## src/rtl/dispensador_troco.sv

```systemverilog
// dispensador_troco
// Change dispenser for the vending machine. Takes a change amount in R$0,25
// units and ejects coins one at a time, greedy largest-first, through a
// valid/ack handshake with the coin-ejection mechanism. It aborts with an error
// pulse if the amount is out of range or the mechanism stops acknowledging.
//
// Ports:
//   clk        system clock, rising edge
//   reset      asynchronous, active-low reset
//   iniciar    start request, sampled only while idle
//   valor      change amount (R$0,25 units), sampled with iniciar
//   ack        ejector released the coin shown on moeda_out
//   moeda_out  coin to eject: 01 = R$0,25, 10 = R$0,50, 11 = R$1,00, 00 = none
//   ejeta      moeda_out valid, ejection requested
//   ocupado    high whenever not idle
//   concluido  one-cycle pulse, full amount dispensed
//   erro       one-cycle pulse, invalid valor or ack timeout
//   restante   balance still owed (R$0,25 units)
//
// state     | meaning
// ----------+------------------------------------------------------------
// OCIOSO    | idle, waiting for iniciar; restante shows last unpaid balance
// SELECIONA | one cycle: pick the largest coin that fits in restante
// EJETA     | coin presented, waiting for ack with timeout
// FIM       | concluido pulse, back to idle
// ERRO      | erro pulse, back to idle keeping the unpaid balance

module dispensador_troco #(
  parameter int MAX_VALOR      = 8,
  parameter int TIMEOUT_CICLOS = 255
) (
  input  logic       clk,
  input  logic       reset,
  input  logic       iniciar,
  input  logic [3:0] valor,
  input  logic       ack,
  output logic [1:0] moeda_out,
  output logic       ejeta,
  output logic       ocupado,
  output logic       concluido,
  output logic       erro,
  output logic [3:0] restante
);

  typedef enum logic [2:0] {
    OCIOSO    = 3'd0,
    SELECIONA = 3'd1,
    EJETA     = 3'd2,
    FIM       = 3'd3,
    ERRO      = 3'd4
  } estado_t;

  localparam logic [3:0] MAX_V  = 4'(MAX_VALOR);
  localparam logic [7:0] LIMITE = 8'(TIMEOUT_CICLOS - 1);

  estado_t    estado;
  logic [7:0] contador;
  logic [2:0] unidades;   // value of the coin being ejected: 1, 2 or 4

  always_ff @(posedge clk or negedge reset) begin
    if (!reset) begin
      estado    <= OCIOSO;
      contador  <= '0;
      unidades  <= '0;
      moeda_out <= 2'b00;
      ejeta     <= 1'b0;
      ocupado   <= 1'b0;
      concluido <= 1'b0;
      erro      <= 1'b0;
      restante  <= '0;
    end else begin
      concluido <= 1'b0;
      erro      <= 1'b0;
      case (estado)
        OCIOSO: begin
          if (iniciar) begin
            ocupado <= 1'b1;
            if (valor > MAX_V) begin
              restante <= valor;
              erro     <= 1'b1;
              estado   <= ERRO;
            end else if (valor == 4'd0) begin
              restante  <= '0;
              concluido <= 1'b1;
              estado    <= FIM;
            end else begin
              restante <= valor;
              estado   <= SELECIONA;
            end
          end
        end

        SELECIONA: begin
          if (restante >= 4'd4) begin
            moeda_out <= 2'b11;
            unidades  <= 3'd4;
          end else if (restante >= 4'd2) begin
            moeda_out <= 2'b10;
            unidades  <= 3'd2;
          end else begin
            moeda_out <= 2'b01;
            unidades  <= 3'd1;
          end
          ejeta    <= 1'b1;
          contador <= '0;
          estado   <= EJETA;
        end

        EJETA: begin
          if (ack) begin
            // Selection guarantees unidades <= restante, so no underflow.
            restante  <= restante - {1'b0, unidades};
            ejeta     <= 1'b0;
            moeda_out <= 2'b00;
            if (restante == {1'b0, unidades}) begin
              concluido <= 1'b1;
              estado    <= FIM;
            end else begin
              estado <= SELECIONA;
            end
          end else if (contador == LIMITE) begin
            ejeta     <= 1'b0;
            moeda_out <= 2'b00;
            erro      <= 1'b1;
            estado    <= ERRO;
          end else begin
            contador <= contador + 8'd1;
          end
        end

        FIM, ERRO: begin
          ocupado <= 1'b0;
          estado  <= OCIOSO;
        end

        default: begin
          ejeta     <= 1'b0;
          moeda_out <= 2'b00;
          ocupado   <= 1'b0;
          estado    <= OCIOSO;
        end
      endcase
    end
  end

endmodule

```

## config.mk

```make
export PLATFORM = sky130hd
export DESIGN_NAME = dispensador_troco
export DESIGN_NICKNAME = d
export VERILOG_FILES = /design/src/rtl/dispensador_troco.sv
export SDC_FILE = /design/constraint.sdc
export NUM_CORES = 1
export LEC_CHECK = 0
export CAP_MARGIN = 30
export CORE_MARGIN = 2
export CORE_UTILIZATION = 60
export CTS_BUF_LIST = sky130_fd_sc_hd__clkbuf_8
export DETAILED_ROUTE_END_ITERATION = 8
export PLACE_DENSITY = 0.87
export REMOVE_ABC_BUFFERS = 1
export SYNTH_ARGS = -nofsm -noshare
export SYNTH_HDL_FRONTEND = slang
export SYNTH_SLANG_ARGS = --single-unit
```

## constraint.sdc

```tcl
create_clock -name clk -period 2.8 [get_ports clk]
set_clock_uncertainty 0.2 [all_clocks]
set_input_delay 0.56 -clock clk [delete_from_list [all_inputs] [get_ports clk]]
set_output_delay 0.56 -clock clk [all_outputs]
set_load 0.05 [all_outputs]
```

# Word level (Yosys, flattened, before mapping)
# Cells that the tools add are included.
[totals]
word_cells = 76
in_bits = 8
regBits = 24
[classes]
reduce_logical = 11
n_addsub = 2
n_eq_ne = 11
bitwise = 2
n_mux = 38
n_lt_le_gt_ge = 3
[ops]
columns = ["operator", "count"]
rows = [
  ["$mux W4", 4],
  ["$mux W8", 2],
  ["$pmux W8 S2", 1],
  ["$mux W3", 5],
  ["$mux W2", 7],
  ["$mux W1", 12],
  ["$pmux W3 S3", 1],
  ["$add A8 B1 Y8 const B", 1],
  ["$eq A8 B8 Y1 const B", 1],
  ["$ne A2 B2 Y1 const B", 4],
  ["$pmux W4 S2", 1],
  ["$eq A3 B2 Y1 const B", 2],
  ["$pmux W1 S2", 3],
  ["$pmux W2 S3", 1],
  ["$reduce_and A2 Y1", 3],
  ["$reduce_and A3 Y1", 2],
  ["$eq A4 B3 Y1", 1],
  ["$ge A4 B2 Y1 const B", 1],
  ["$ge A4 B3 Y1 const B", 1],
  ["$gt A4 B4 Y1 const B", 1],
  ["$logic_not A4 Y1", 1],
  ["$reduce_bool A2 Y1", 2],
  ["$sub A4 B3 Y4", 1],
  ["$eq A3 B1 Y1 const B", 1],
  ["7 further kinds", 8],
]

# Depth between registers and ports, before layout
[logic_depth]
word_depth = 5
ltp_mapped = 8

# Least setup slack after synthesis
# Ideal clock, no wire load.
[synth_path]
path_type = "flip-flop to flip-flop"
startpoint = "register restante[0]"
endpoint = "register restante[2]"
t_required_ns = 2.466
setup_time_ns = 0.134
arrival_time_ns = 1.608
path_stages_with_launch = 9
path_buffers = 0
path_slack_ns = 0.858
cell_sequence = "dfrtp_1 > inv_1 > ha_1 > inv_1 > fa_1 > xnor2_1 > nor2_1 > a21oi_1 > o21ai_0"
[synth_between]
elab_chain_cells = 3
[synth_lines]
columns = ["item", "line", "text"]
rows = [
  ["from (decl)", "42", "output logic [3:0] restante"],
  ["from (signal assigned)", "79", "restante <= valor;"],
  ["from (signal assigned)", "87", "restante <= valor;"],
  ["from (signal assigned)", "112", "restante <= restante - {1'b0, unidades};"],
  ["$sub A4 B3 Y4", "112", ""],
  ["$mux W4", "110", "if (ack) begin"],
  ["$pmux W4 S2", "74", "case (estado)"],
]
# No other way between the ends. The select of a mux whose other input is x is not followed.
# A chain may end at the register's enable or synchronous reset.

# Worst setup path after layout
[layout_path]
startpoint = "register restante[1]"
endpoint = "output port restante[1]"
# No word-level cell between the ends.

==> flow_summary.html <==
<table>
<tr><th>Metric</th><th>Value</th></tr>
<tr><th colspan="2">Yosys</th></tr>
<tr><td>Most used flip-flop cell after synthesis</td><td>sky130_fd_sc_hd__dfrtp_1</td></tr>
<tr><td>Yosys warning count</td><td>0</td></tr>
<tr><td>Post-synthesis cell type with the largest combined area</td><td>sky130_fd_sc_hd__dfrtp_1</td></tr>
<tr><td>Top cells by area, synth</td><td>sky130_fd_sc_hd__dfrtp_1 46%, sky130_fd_sc_hd__ha_1 4.8%, sky130_fd_sc_hd__a21oi_1 3.4%, sky130_fd_sc_hd__nand2_1 3.2%, sky130_fd_sc_hd__nand3_1 2.7%</td></tr>
<tr><td>Library cell with the highest instance count after synthesis</td><td>sky130_fd_sc_hd__dfrtp_1</td></tr>
<tr><td>Synthesized instance count</td><td>136</td></tr>
<tr><td>Post-synthesis area per instance</td><td>9.61 um^2</td></tr>
<tr><td>Number of synthesized flops with an enable pin</td><td>0</td></tr>
<tr><td>Area fraction of the dominant cell type after synthesis</td><td>45.9%</td></tr>
<tr><td>Proportion of synthesized flip-flops having asynchronous set or reset</td><td>between 90% and 100%</td></tr>
<tr><td>Cell Area, Synth</td><td>1310 um^2</td></tr>
<tr><td>Commonest cells in the netlist</td><td>24 x sky130_fd_sc_hd__dfrtp_1, 11 x sky130_fd_sc_hd__nand2_1, 9 x sky130_fd_sc_hd__a21oi_1, 9 x sky130_fd_sc_hd__nor2_1, 8 x sky130_fd_sc_hd__inv_1</td></tr>
<tr><td>Seq cells post-synth</td><td>24</td></tr>
<tr><td>Portion of the post-synthesis area used by sequential elements</td><td>45.9%</td></tr>
<tr><td>Number of distinct library cells after synthesis</td><td>41</td></tr>
<tr><th colspan="2">Timing</th></tr>
<tr><td>Setup-failing EPs final</td><td>0</td></tr>
<tr><td>Post-route clock period utilization</td><td>87.1%</td></tr>
<tr><td>Crit path setup slack, layout</td><td>0.360 ns</td></tr>
<tr><td>RSZ-0062 raised after global routing</td><td>no</td></tr>
<tr><td>Actual transition at the worst max-transition pin</td><td>between 0.5 and 0.6 ns</td></tr>
<tr><td>Hold violation total from the final report</td><td>0</td></tr>
<tr><td>Final setup TNS</td><td>0 ns</td></tr>
<tr><td>Worst slew margin relative to its limit</td><td>64.3%</td></tr>
<tr><td>Min Clock Period, post-route</td><td>between 2 and 2.5 ns</td></tr>
<tr><td>Hold Worst Slack</td><td>0.289 ns</td></tr>
<tr><td>Maximum achievable frequency</td><td>410 MHz</td></tr>
<tr><td>Final number of max-transition violations</td><td>0</td></tr>
<tr><th colspan="2">Setup path</th></tr>
<tr><td>Series of cell instances along the critical path</td><td>clkdlybuf4s50_1</td></tr>
<tr><td>Worst path top cell family by delay</td><td>buffers and inverters</td></tr>
<tr><td>CP Max Fanout</td><td>8</td></tr>
<tr><td>Stages on the worst setup path</td><td>1</td></tr>
<tr><td>Depth of the worst register-to-register path</td><td>6</td></tr>
<tr><td>Required time reported for the critical path endpoint</td><td>between 2 and 2.5 ns</td></tr>
<tr><td>WP buf/inv</td><td>1</td></tr>
<tr><td>Crit-path slowest cell</td><td>sky130_fd_sc_hd__clkdlybuf4s50_1</td></tr>
<tr><td>Worst endpoint data arrival time</td><td>1.68 ns</td></tr>
<tr><td>WS Path Type</td><td>reg -&gt; out</td></tr>
<tr><td>Kind of end point of the critical path</td><td>primary output</td></tr>
<tr><td>Critical Path Start Type</td><td>register</td></tr>
<tr><td>Worst stage delay on the critical path</td><td>0.87 ns</td></tr>
<tr><th colspan="2">Die</th></tr>
<tr><td>Starting density of the core</td><td>65.3%</td></tr>
<tr><td>Area enclosed by the die boundary</td><td>about 2600 um^2</td></tr>
<tr><td>Die Span Y</td><td>around 51 um</td></tr>
<tr><td>Width of the chip</td><td>50.7 um</td></tr>
<tr><td>Number of top-level pins</td><td>18</td></tr>
<tr><td>Count of standard-cell rows</td><td>16</td></tr>
<tr><td>Core Region</td><td>2000 um^2</td></tr>
<tr><th colspan="2">Power and ir drop</th></tr>
<tr><td>Total power consumption of the routed design</td><td>1.70 mW</td></tr>
<tr><td>Fraction of power consumed by combinational cells</td><td>about half</td></tr>
<tr><td>Clock network fraction of total power</td><td>between 15 and 20%</td></tr>
<tr><td>Switching part of the total</td><td>around 44%</td></tr>
<tr><td>Leak Pwr</td><td>0.712 nW</td></tr>
<tr><td>Internal Dissipation</td><td>0.955 mW</td></tr>
<tr><td>Psw</td><td>approximately 0.75 mW</td></tr>
<tr><td>IR drop worst, VDD</td><td>830 uV</td></tr>
<tr><td>Reg power frac</td><td>33.9%</td></tr>
<tr><td>Power per cell area</td><td>1080 nW/um^2</td></tr>
<tr><th colspan="2">Clocking</th></tr>
<tr><td>Number of sinks handled by clock tree synthesis</td><td>24</td></tr>
<tr><td>Clock input transition at the sequential cells of the worst setup and hold paths</td><td>0.09 ns</td></tr>
<tr><td>Root buffer cell</td><td>sky130_fd_sc_hd__clkbuf_8</td></tr>
<tr><td>CTS H-Tree Depth</td><td>1</td></tr>
<tr><td>Hold-fix buffers at CTS</td><td>0</td></tr>
<tr><td>Number of buffers between clock root and the deepest sink</td><td>2</td></tr>
<tr><td>Post-CTS setup buffers</td><td>0</td></tr>
<tr><td>Clock buffers created by TritonCTS</td><td>3</td></tr>
<tr><td>CTS tree</td><td>yes</td></tr>
<tr><td>Number of cells upsized or downsized after cts</td><td>0</td></tr>
<tr><td>Latest clock arrival within the worst-skew pair</td><td>0.27 ns</td></tr>
<tr><th colspan="2">GRT</th></tr>
<tr><td>Via count of the first global-routing pass</td><td>roughly 1100</td></tr>
<tr><td>Number of antenna violations at the first check in global routing</td><td>0</td></tr>
<tr><td>Remaining global-route overflow</td><td>0</td></tr>
<tr><td>Overall track demand over capacity in global routing</td><td>25.2%</td></tr>
<tr><td>Pin count of the biggest net entering global routing</td><td>25</td></tr>
<tr><td>Global-route wire length before repair</td><td>4840 um</td></tr>
<tr><th colspan="2">Worst hold path</th></tr>
<tr><td>Classification of the worst-slack hold path</td><td>reg -&gt; reg</td></tr>
<tr><td>Number of cells on the worst hold path</td><td>2</td></tr>
<tr><th colspan="2">Place</th></tr>
<tr><td>Placed standard-cell area</td><td>1500 um^2</td></tr>
<tr><td>Setup slack at placement</td><td>0.334 ns</td></tr>
<tr><td>RD Place Congestion</td><td>0.867</td></tr>
<tr><td>I/O Buffers</td><td>17</td></tr>
<tr><td>Sum of net half-perimeters after detailed placement</td><td>a little under 2000 um</td></tr>
<tr><td>Cell Count Post-Placement</td><td>176</td></tr>
<tr><th colspan="2">Route</th></tr>
<tr><td>Number of DRC markers after the initial detailed-route iteration</td><td>19</td></tr>
<tr><td>Ratio of routed vias to standard cells</td><td>6.13</td></tr>
<tr><td>First-pass DRT Iterations</td><td>4</td></tr>
<tr><td>Vias after detailed routing</td><td>1103</td></tr>
<tr><td>Wire length reported by the detailed router</td><td>2740 um</td></tr>
<tr><td>DRC viols</td><td>0</td></tr>
<tr><td>Post-route antenna net violation count</td><td>0</td></tr>
<tr><td>Average wire length per cell after detail routing</td><td>15.2 um</td></tr>
<tr><th colspan="2">Status</th></tr>
<tr><td>Status</td><td>finished, final reports clean</td></tr>
<tr><th colspan="2">Cells and area</th></tr>
<tr><td>Number of fill cells in the layout</td><td>138</td></tr>
<tr><td>Final core utilization</td><td>78.4%</td></tr>
<tr><td>Net count reported at finish</td><td>between 150 and 200</td></tr>
<tr><td>Reg area</td><td>between 600 and 700 um^2</td></tr>
<tr><td>Area of the multi-input gates</td><td>657 um^2</td></tr>
<tr><td>Non-filler cells, final</td><td>180</td></tr>
<tr><td>Ant diodes</td><td>0</td></tr>
<tr><td>Final design area excluding fillers</td><td>roughly 1600 um^2</td></tr>
<tr><td>Share of final-layout standard cells stronger than drive strength 1</td><td>6.54%</td></tr>
<tr><td>Area growth, synth to finish</td><td>20.1%</td></tr>
<tr><th colspan="2">Run</th></tr>
<tr><td>Maxcap violations</td><td>0</td></tr>
</table>
[power groups by stage]
stage          combinational (mW)  sequential (mW)  clock, mW
2_1_floorplan               0.397            0.751          0
3_3_place_gp                0.800            0.573          0
3_5_place_dp                0.819            0.581          0
4_1_cts                     0.825            0.576      0.304
5_1_grt                     0.917            0.596      0.316
6_report                    0.825            0.577      0.302
[worst paths after layout]
| kind | start | endpoint | slack, ns |
|---|---|---|---|
| hold / removal | unidades[2] | unidades[2] | 0.29 |
| max in group asynchronous | reset | estado[1] | 1.72 |
| setup reg to reg | contador[0] | moeda_out[0] | 0.65 |
| setup / recovery | restante[1] | restante[1] | 0.36 |
| hold reg to reg | unidades[2] | unidades[2] | 0.29 |
| min in group asynchronous | reset | moeda_out[0] | 0.44 |
[layer usage]
metal | vias to the layer above | routed length [um] | GRT usage (%) | share of wire, %
li1 | 527 | - | - | -
met1 | 535 | 1200 | 33.5 | 44
met2 | 33 | 1360 | 41.4 | 50
met3 | 8 | 134 | 3.27 | 4.9
met4 | 0 | 44 | 10.4 | 1.6
met5 | - | 0 | 0 | 0
[placed cells by master, fill, tap and decap left out, drive strengths merged, types with 2 or more instances in the layout]
| cell | instances |
|---|---|
| nor3 | 5 |
| a31oi | 3 |
| dfrtp | 24 |
| nand3 | 7 |
| mux2i | 2 |
| clkbuf | 3 |
| nor2b | 3 |
| o21ai | 8 |
| inv | 8 |
| clkdlybuf4s50 | 17 |
| nand2 | 11 |
| a311oi | 2 |
| ha | 5 |
| a21o | 4 |
| o31ai | 2 |
| o21bai | 3 |
| a21oi | 9 |
| a221oi | 2 |
| nand2b | 3 |
| or2 | 2 |
| nor2 | 9 |
| nor3b | 2 |
[cell type report]
cell class	instances	share of cell area [%]
well taps	27	2.15
clock inverters	1	1.91
flip-flops and latches	24	38.2
multi-input cells	99	41.8
repair buffers	18	11.3
inverters	8	1.91
clock buffers	3	2.63
[sequential cells by signal, summed over array words and instances (netlist names)]
register and flops:
restante 4, estado 3, moeda_out 2, ejeta 1
contador 8, unidades 3, concluido 1, ocupado 1
erro 1
[logic make-up (layout without fill, tap and decap cells)]
logic type | after synthesis | after routing | synth area share, %
AOI/OAI and AO/OA | 39 | 39 | 20.0
xor gates and xnor gates | 1 | 1 | 0.670
adders and majority gates | 6 | 6 | 6.32
DFF | 24 | 24 | 45.9
buffers and inverters | 13 | 30 | 3.83
muxes | 2 | 2 | 1.53
and+or+nand+nor | 51 | 51 | 21.7
No activity file was read; power rests on OpenSTA's default activity.
